## src/rtl/clk_div_gen.sv

```systemverilog
// clk_div_gen: per-channel programmable divided clock and period-start tick generator.
// All channels share en/load so they restart phase-aligned.
module clk_div_gen #(
  parameter int CHANNELS = 2,
  parameter int CNT_W    = 16,
  parameter int DEF_DIV  = 1,
  parameter int DEF_HIGH = 1
)(
  input  logic                      clk,
  input  logic                      rst,
  input  logic                      en,
  input  logic                      load,
  input  logic [CHANNELS*CNT_W-1:0] div_i,
  input  logic [CHANNELS*CNT_W-1:0] high_i,
  output logic [CHANNELS-1:0]       clk_out,
  output logic [CHANNELS-1:0]       tick
);
  for (genvar k = 0; k < CHANNELS; k++) begin : g_ch
    logic [CNT_W-1:0] div_q, div_d, high_q, high_d, cnt_q, cnt_d;
    logic             clk_q, clk_d, tick_q, tick_d;
    logic             run;
    always_comb begin
      run    = en && !load;
      div_d  = load ? div_i[k*CNT_W +: CNT_W] : div_q;
      high_d = load ? high_i[k*CNT_W +: CNT_W] : high_q;
      // Wrap strictly on equality so a full-range divide never rolls over early
      cnt_d  = (!run || cnt_q == div_q) ? '0 : cnt_q + CNT_W'(1);
      clk_d  = run && (cnt_q < high_q);
      tick_d = run && (cnt_q == '0);
    end
    always_ff @(posedge clk) begin
      if (rst) begin
        div_q  <= CNT_W'(DEF_DIV);
        high_q <= CNT_W'(DEF_HIGH);
        cnt_q  <= '0;
        clk_q  <= 1'b0;
        tick_q <= 1'b0;
      end else begin
        div_q  <= div_d;
        high_q <= high_d;
        cnt_q  <= cnt_d;
        clk_q  <= clk_d;
        tick_q <= tick_d;
      end
    end
    assign clk_out[k] = clk_q;
    assign tick[k]    = tick_q;
  end
endmodule

```

## config.mk

```make
export PLATFORM = sky130hd
export DESIGN_NAME = clk_div_gen
export DESIGN_NICKNAME = d
export VERILOG_FILES = /design/src/rtl/clk_div_gen.sv
export SDC_FILE = /design/constraint.sdc
export NUM_CORES = 1
export LEC_CHECK = 0
export CAP_MARGIN = 20
export CORE_UTILIZATION = 40
export DETAILED_ROUTE_END_ITERATION = 10
export GPL_ROUTABILITY_DRIVEN = 1
export PLACE_DENSITY = 0.62
export SYNTH_ARGS = -nofsm -noshare
export SYNTH_HDL_FRONTEND = slang
export SYNTH_SLANG_ARGS = --single-unit
```

## constraint.sdc

```tcl
create_clock -name clk -period 1.9 [get_ports clk]
set_input_delay 0.19 -clock clk [delete_from_list [all_inputs] [get_ports clk]]
set_output_delay 0.19 -clock clk [all_outputs]
set_load 0.05 [all_outputs]
```

==> impl_metrics.json, run 1 <==
{
  "fin_tns_setup_ps": 0,
  "diodes": 0,
  "routed_wl_um": 11050,
  "dp_slack_ps": 90.91,
  "vias": 3883,
  "whs_ps": 303.1,
  "synthCells": 548,
  "hold_viol": 0,
  "path_clk_slew_ps": 70,
  "rsz0062_at_grt": "no",
  "root_buffer": "clkbuf_16",
  "setup_viol": 0,
  "ys_seq_elements": 100,
  "fmax_mhz": 558.7,
  "skew_ps": 8.046,
  "drc": 0,
  "holdCritStartpoint": "rst",
  "fin_crit_ps": 1790,
  "grt_overflow": 0,
  "final_cell_mix": "dfxtp_1, nor2_1, clkdlybuf4s50_1",
  "hold_class": "in2reg",
  "die_w_um": 113.8,
  "critPathCaptureType": "flop",
  "syn_area_um2": 5001,
  "cts_sinks": 100,
  "p_leak_nw": 2.472,
  "grt_max_degree": 69,
  "port_buffers": 71,
  "r2r_cells": 4,
  "reg2reg_from": "g_ch[0].cnt_q[3]$_SDFF_PP0_",
  "grt.total_usage_pct": 18.08,
  "ys_types": 39,
  "async_flop_share_pct": 0,
  "antenna_found_initial": 0,
  "coreArea_um2": 12110,
  "die_area_um2": 12950,
  "first_pass_iters": 4,
  "arrival_ps": 2050,
  "fin_nets": 718,
  "slowest_stage": "dfxtp_1",
  "htreeDepth": 3,
  "syn_to_final_growth_pct": 25.44,
  "synth-edff-count": 0,
  "clk_path_buf_depth": 2,
  "n_fill_cell": 1165,
  "synth_nets": 650,
  "tritoncts": "built",
  "status": "finished clean",
  "finalInstanceArea_um2": 6274,
  "cts_setup_buffers": 0,
  "ys_warn_count": 0,
  "worstReg2RegEnd": "g_ch[0].cnt_q[15]$_SDFF_PP0_",
  "row_count": 40,
  "cts_buffers": 9,
  "crit_chain": "nand3_4, or3_1, or4_1, a211oi_1",
  "drt_iter0_markers": 114,
  "placed_cell_area_um2": 5936,
  "cp.required_ps": 2160,
  "period_share_pct": 94.20,
  "hold_end": "g_ch[0].clk_q$_SDFF_PP0_",
  "cap_violations": 0,
  "fin_ws_ps": 110.2,
  "final_core_util_pct": 51.80,
  "die_h_um": 113.8,
  "start_util_pct": 41.29,
  "ant_nets": 0,
  "critPathKind": "reg2reg",
  "place_congestion": 0.9115,
  "syn_avg_cell_area_um2": 9.126,
  "cts_resized": 0,
  "ys_seq_area_share_pct": 40.03,
  "grt_pass1_wl_um": 18280,
  "routedWlPerCell_um": 14.00,
  "vias_per_cell": 4.921,
  "grt_pass1_vias": 3901,
  "start_kind": "flop",
  "final_common_cell": "dfxtp_1",
  "crit_fanout": 7,
  "synthFlopType": "dfxtp_1",
  "drive_gt1_share_pct": 6.924,
  "slew_headroom_pct": 56.13,
  "drv_slew": 0,
  "postCtsHoldBufs": 0,
  "clk_latency_ps": 350,
  "r2r_setup_slack_ps": 110,
  "io-pin-count": 72,
  "p_per_area_nw_per_um2": 762.6,
  "ir_drop_mv": 0.5773,
  "cp_slowest_stage_delay_ps": 510,
  "holdPathStages": 4,
  "hpwl_um": 8104,
  "tightest_slew_ps": 658.1
}
## per-layer routing
| layer | global-route usage, % | wire [um] | vias up |
|---|---|---|---|
| met4 | 5.974 | 155 | 0 |
| met1 | 20.02 | 4831 | 1815 |
| met2 | 33.09 | 5646 | 57 |
| met5 | 0 | 0 | - |
| li1 | - | - | 2000 |
| met3 | 5.207 | 414 | 11 |
## worst max-delay path: cells and delay by family (launching register included)
kind	cells	cell delay (ps)
DFF	1	510
AOI/OAI and AO/OA	1	240
and+or+nand+nor	3	960
## how the worst max path moves through the flow
| stage | from | end | slack (ps) | cells after the start |
|---|---|---|---|---|
| floorplan | g_ch[0].cnt_q[5]$_SDFF_PP0_ | g_ch[0].cnt_q[10]$_SDFF_PP0_ | 170 | 6 |
| CTS | g_ch[0].cnt_q[3]$_SDFF_PP0_ | g_ch[0].cnt_q[15]$_SDFF_PP0_ | 110 | 4 |
| global route | g_ch[0].cnt_q[0]$_SDFF_PP0_ | g_ch[0].cnt_q[15]$_SDFF_PP0_ | 20 | 4 |
| global placement | en | g_ch[0].clk_q$_SDFF_PP0_ | 140 | 4 |
| detailed placement | en | g_ch[0].clk_q$_SDFF_PP0_ | 90 | 4 |
| finish | g_ch[0].cnt_q[3]$_SDFF_PP0_ | g_ch[0].cnt_q[15]$_SDFF_PP0_ | 110 | 4 |
## final cells by class
type                    instances  area [um2]  share of cell area (%)
clock buffers                  13       270.3                   4.308
multi-input cells             376        2699                   43.02
clock inverters                 3       67.56                   1.077
inverters                      37       138.9                   2.214
well taps                     168       210.2                   3.351
repair buffers                 92       885.9                   14.12
flip-flops and latches        100        2002                   31.91
## metrics by stage
step                total power, mW  std cells
detailed placement            2.809        773
global placement              2.797        773
global route                  4.994        789
floorplan                     2.583        548
finish                        4.784        789
CTS                           4.860        789
## power by group
| group | switching, mW | internal [mW] |
|---|---|---|
| Sequential | 0.0584 | 2.18 |
| Clock | 0.768 | 1.26 |
| Combinational | 0.222 | 0.289 |
| Total | 1.05 | 3.74 |
## registers in the layout (all words and copies together) (netlist names)
name,cells
g_ch.high_q,32
g_ch.tick_q,2
g_ch.div_q,32
g_ch.clk_q,2
g_ch.cnt_q,32
## Yosys cell counts (2+ instances only)
cell / count / area [um2]
buf_4: 4 / 30.03
dfxtp_1: 100 / 2002
nand2_1: 22 / 82.58
nor2b_1: 6 / 37.54
nor2_1: 69 / 259.0
buf_2: 11 / 55.05
a211o_1: 4 / 35.03
ha_1: 34 / 425.4
nor4b_1: 2 / 17.52
nor3b_1: 3 / 22.52
xor2_1: 7 / 61.31
a211oi_1: 5 / 37.54
and4_1: 2 / 17.52
o21ai_0: 8 / 40.04
nor4_1: 10 / 62.56
inv_1: 37 / 138.9
nand4_1: 18 / 112.6
mux2i_1: 60 / 600.6
or3_1: 3 / 18.77
nand3_1: 10 / 50.05
a21o_1: 2 / 15.01
nor3_1: 40 / 200.2
nor4_2: 2 / 25.02
a21oi_1: 7 / 35.03
buf_1: 2 / 7.510
clkbuf_1: 17 / 63.81
xnor2_1: 51 / 446.7
## logic make-up (layout without fill, tap and decap cells)
family	after synthesis	after routing	share of synthesized area (%)
buffers and inverters	72	145	6.004
adders and majority gates	34	34	8.506
and+or+nand+nor	192	192	19.04
xor gates and xnor gates	58	58	10.16
DFF	100	100	40.03
muxes	60	60	12.01
AOI/OAI and AO/OA	32	32	4.253
Power figures use the tool's default switching activity.
==> run 2, diff against run 1 <==
- PLACE_DENSITY: 0.62 -> unset
==> run 2 against run 1 <==
Effect of this change:
- worst setup slack better by 47 ps
- cell count up 0.13%
- die area unchanged
- first-iteration DRC count up 3.5%
- highest routed layer unchanged
- combinational power about the same
==> impl_metrics.json, run 2 (synthesis results as in run 1) <==
{
  "status": "finished clean",
  "htreeDepth": 3,
  "drive_gt1_share_pct": 7.395,
  "largestRegisters": "g_ch.cnt_q: 32 flops, g_ch.div_q: 32 flops, g_ch.high_q: 32 flops",
  "die_w_um": 113.8,
  "cp.required_ps": 2170,
  "row_count": 40,
  "drc": 0,
  "holdCritStartpoint": "rst",
  "cts_buffers": 9,
  "hold_viol": 0,
  "worstReg2RegEnd": "g_ch[0].cnt_q[15]$_SDFF_PP0_",
  "startpoint": "g_ch[0].cnt_q[8]$_SDFF_PP0_",
  "holdPathStages": 4,
  "final_common_cell": "dfxtp_1",
  "arrival_ps": 2010,
  "r2r_setup_slack_ps": 160,
  "ant_nets": 0,
  "die_area_um2": 12950,
  "vias_per_cell": 4.934,
  "io-pin-count": 72,
  "p_leak_nw": 2.454,
  "rsz0062_at_grt": "no",
  "cts_setup_buffers": 0,
  "grt_pass1_wl_um": 18280,
  "routed_wl_um": 11030,
  "syn_to_final_growth_pct": 24.44,
  "grt_pass1_vias": 3768,
  "root_buffer": "clkbuf_16",
  "drt_iter0_markers": 118,
  "ir_drop_mv": 0.6987,
  "fin_tns_setup_ps": 0,
  "grt_max_degree": 69,
  "r2r_cells": 3,
  "die_h_um": 113.8,
  "postCtsHoldBufs": 0,
  "grt_overflow": 0,
  "dp_slack_ps": 103.6,
  "final_cell_mix": "dfxtp_1, nor2_1, clkdlybuf4s50_1",
  "cts_resized": 0,
  "clk_path_buf_depth": 2,
  "whs_ps": 289.5,
  "critPathKind": "reg2reg",
  "first_pass_iters": 4,
  "hold_class": "in2reg",
  "n_fill_cell": 1173,
  "fmax_mhz": 573.8,
  "cap_violations": 0,
  "vias": 3898,
  "clk_latency_ps": 350,
  "tritoncts": "built",
  "skew_ps": 5.273,
  "start_util_pct": 41.29,
  "routedWlPerCell_um": 13.96,
  "antenna_found_initial": 0,
  "regArea_um2": 2003,
  "grt.total_usage_pct": 18.11,
  "place_congestion": 0.8961,
  "crit_fanout": 7,
  "multiInputGateArea_um2": 2699,
  "period_share_pct": 91.73,
  "p_per_area_nw_per_um2": 735.8,
  "critPathCaptureType": "flop",
  "hpwl_um": 8096,
  "drv_slew": 0,
  "reg2reg_from": "g_ch[0].cnt_q[8]$_SDFF_PP0_",
  "fin_ws_ps": 157.2,
  "slew_headroom_pct": 55.45,
  "hold_end": "g_ch[0].clk_q$_SDFF_PP0_",
  "tightest_slew_ps": 668.2,
  "cts_sinks": 100,
  "setup_viol": 0,
  "port_buffers": 71,
  "start_kind": "flop",
  "coreArea_um2": 12110,
  "path_clk_slew_ps": 70,
  "fin_crit_ps": 1743,
  "fin_nets": 719,
  "diodes": 0
}
==> run 2: cell count changes in the layout (fill, tap and decap cells not counted), sizes merged <==
cell / change
clkbuf: -4
clkinv: +4
bufinv: -1
buf: +1
inv: +1
==> run 2: worst max path at each step <==
| stage | endpoint | slack [ps] | cells after the start |
|---|---|---|---|
| 2_1_floorplan | g_ch[0].cnt_q[10]$_SDFF_PP0_ | 170 | 6 |
| 3_3_place_gp | g_ch[1].clk_q$_SDFF_PP0_ | 120 | 5 |
| 3_5_place_dp | g_ch[1].clk_q$_SDFF_PP0_ | 100 | 5 |
| 4_1_cts | g_ch[0].cnt_q[15]$_SDFF_PP0_ | 140 | 4 |
| 5_1_grt | g_ch[0].cnt_q[15]$_SDFF_PP0_ | 20 | 3 |
| 6_report | g_ch[0].cnt_q[15]$_SDFF_PP0_ | 160 | 3 |
==> run 2: routing by layer <==
layer	wire, um	vias to the layer above	GRT usage, %
met4	191	0	7.100
met1	4823	1814	20.87
met2	5618	69	31.95
met5	0	-	0
met3	399	12	4.782
li1	-	2003	-
==> run 2: final cells by class <==
cell class | instances | area share, %
flip-flops and latches | 100 | 32.19
clock inverters | 7 | 1.066
clock buffers | 9 | 3.619
repair buffers | 93 | 14.15
well taps | 168 | 3.378
inverters | 37 | 2.232
multi-input cells | 376 | 43.37
==> run 2: per-stage QoR <==
stage	instances	area, um2	power [mW]	util, %
detailed placement	774	5931	2.805	48.97
global placement	774	5931	2.796	48.97
CTS	790	6222	4.650	51.37
finish	790	6223	4.579	51.38
global route	790	6223	4.789	51.38
floorplan	548	5001	2.583	-
==> run 2: critical path, stage by stage, from the launching register on <==
cell and delay [ps]:
dfxtp_1 500, nand4_1 330, or4_1 590, a211oi_1 240
==> run 2: report_power, final <==
part	switching, mW	internal (mW)	total, mW
sequential	0.0564	2.18	2.24
combinational	0.221	0.288	0.509
clock	0.814	1.02	1.83
total	1.09	3.49	4.58
==> run 3, diff against run 2 <==
--- a/config.mk
+++ b/config.mk
@@ -8,2 +8,4 @@
 export CAP_MARGIN = 20
+export CELL_PAD_IN_SITES_DETAIL_PLACEMENT = 0
+export CELL_PAD_IN_SITES_GLOBAL_PLACEMENT = 1
 export CORE_UTILIZATION = 40
@@ -11,2 +13,3 @@
 export GPL_ROUTABILITY_DRIVEN = 1
+export PLACE_DENSITY_LB_ADDON = 0.1
 export SYNTH_ARGS = -nofsm -noshare
--- a/constraint.sdc
+++ b/constraint.sdc
@@ -3,2 +3,2 @@
 set_output_delay 0.19 -clock clk [all_outputs]
-set_load 0.05 [all_outputs]
+set_load 0.005 [all_outputs]
==> run 3 against run 2 <==
Effect of this change:
- flip-flop and latch count unchanged
- cell area is 0.20% lower
- non-clock buffer count rose by 2
- global-route usage is 0.53 points higher
- combinational power down 3%
- sequential share of layout area grew 0.065 points
- critical path depth grew 1
==> impl_metrics.json, run 3 (synthesis results as in run 1) <==
{
  "drt_iter0_markers": 202,
  "grt_pass1_vias": 3891,
  "drive_gt1_share_pct": 7.051,
  "hold_class": "in2reg",
  "vias_per_cell": 4.904,
  "final_core_util_pct": 51.28,
  "hpwl_um": 8213,
  "cts_sinks": 100,
  "cp_slowest_stage_delay_ps": 470,
  "row_count": 40,
  "routedWlPerCell_um": 14.17,
  "final_cell_mix": "dfxtp_1, nor2_1, clkdlybuf4s50_1",
  "cap_violations": 0,
  "multiInputGateArea_um2": 2699,
  "whs_ps": 281.1,
  "regArea_um2": 2003,
  "coreArea_um2": 12110,
  "rsz0062_at_grt": "no",
  "path_clk_slew_ps": 70,
  "skew_ps": 8.732,
  "fin_crit_ps": 1811,
  "diodes": 0,
  "fin_tns_setup_ps": 0,
  "cp.required_ps": 2160,
  "die_w_um": 113.8,
  "cts_buffers": 9,
  "setup_viol": 0,
  "postCtsHoldBufs": 0,
  "port_buffers": 71,
  "ir_drop_mv": 0.5475,
  "routed_wl_um": 11220,
  "period_share_pct": 95.33,
  "cp_top_family": "simple AND/OR/NAND/NOR gates",
  "start_util_pct": 41.29,
  "grt_max_degree": 69,
  "hold_viol": 0,
  "worst-path-buf-inv": 0,
  "largestRegisters": "g_ch.cnt_q: 32 flops, g_ch.div_q: 32 flops, g_ch.high_q: 32 flops",
  "clk_latency_ps": 350,
  "fmax_mhz": 552.1,
  "grt.total_usage_pct": 18.64,
  "tightest_slew_ps": 660.1,
  "die_h_um": 113.8,
  "critPathKind": "reg2reg",
  "first_pass_iters": 4,
  "syn_to_final_growth_pct": 24.19,
  "drv_slew": 0,
  "p_per_area_nw_per_um2": 711.0,
  "grt_pass1_wl_um": 18550,
  "n_fill_cell": 1185,
  "ant_nets": 0,
  "io-pin-count": 72,
  "critPathCaptureType": "flop",
  "vias": 3884,
  "slowest_stage": "dfxtp_1",
  "drc": 0,
  "crit_chain": "nand2_1, or3_1, or4_1, a211oi_1",
  "die_area_um2": 12950,
  "htreeDepth": 3,
  "start_kind": "flop",
  "tritoncts": "built",
  "status": "finished clean",
  "root_buffer": "clkbuf_16",
  "place_congestion": 0.8206,
  "cts_setup_buffers": 0,
  "fin_nets": 721,
  "grt_overflow": 0,
  "antenna_found_initial": 0,
  "final_common_cell": "dfxtp_1",
  "crit_fanout": 6,
  "p_leak_nw": 2.449,
  "slew_headroom_pct": 55.99,
  "clk_path_buf_depth": 2,
  "arrival_ps": 2070
}
[run 3: cell types whose count changed in the layout (fill, tap and decap cells not counted), sizes merged]
cell,previous run,this run
buf,24,26
bufinv,1,0
clkbuf,9,14
clkinv,4,2
clkinvlp,1,0
inv,38,37
[run 3: area by class of cell]
cell class / instances / area share [%]
repair buffers: 95 / 14.42
clock inverters: 2 / 0.1612
flip-flops and latches: 100 / 32.25
multi-input cells: 376 / 43.45
clock buffers: 14 / 4.089
well taps: 168 / 3.384
inverters: 37 / 2.236
[run 3: timing repair]
action                                  in CTS  in global routing
hold endpoints to repair                     0                  0
resized for setup                            0                  1
endpoints found under the setup margin       0                  1
[run 3: worst register-to-register path, delay by kind of cell (launching register included)]
family          cells  cell delay, ps
flops               1             470
simple gates        3            1010
compound gates      1             240
[run 3: per-layer routing]
metal  track usage (%)  share of wire (%)
met3             4.942                3.2
met5                 0                  0
met1             19.77                 42
met4             5.368               0.95
met2             35.89                 54
[run 3: path summary, 6_finish.rpt]
| path | end | cells past startpoint | slack, ps | from |
|---|---|---|---|---|
| setup / recovery | g_ch[0].cnt_q[15]$_SDFF_PP0_ | 4 | 90 | g_ch[0].cnt_q[1]$_SDFF_PP0_ |
| hold / removal | g_ch[0].clk_q$_SDFF_PP0_ | 4 | 280 | rst |
| setup reg to reg | g_ch[0].cnt_q[15]$_SDFF_PP0_ | 4 | 90 | g_ch[0].cnt_q[1]$_SDFF_PP0_ |
| hold reg to reg | g_ch[1].high_q[12]$_SDFFE_PP0P_ | 2 | 490 | g_ch[1].high_q[12]$_SDFFE_PP0P_ |
[run 3: power breakdown]
part	internal (mW)	switching (mW)	leakage [nW]
logic	0.288	0.208	1.50
clock network	0.922	0.756	0.131
registers	2.18	0.0579	0.820
[run 3: stage by stage]
| stage | std cells | setup WS (ps) | cell area, um2 | power (mW) |
|---|---|---|---|---|
| 2_1_floorplan | 548 | 173.8 | 5001 | 2.570 |
| 3_5_place_dp | 776 | 107.8 | 5946 | 2.796 |
| 6_report | 792 | 88.64 | 6211 | 4.416 |
| 3_3_place_gp | 776 | 128.1 | 5946 | 2.785 |
| 4_1_cts | 792 | 95.24 | 6210 | 4.499 |
| 5_1_grt | 792 | 5.708 | 6211 | 4.646 |
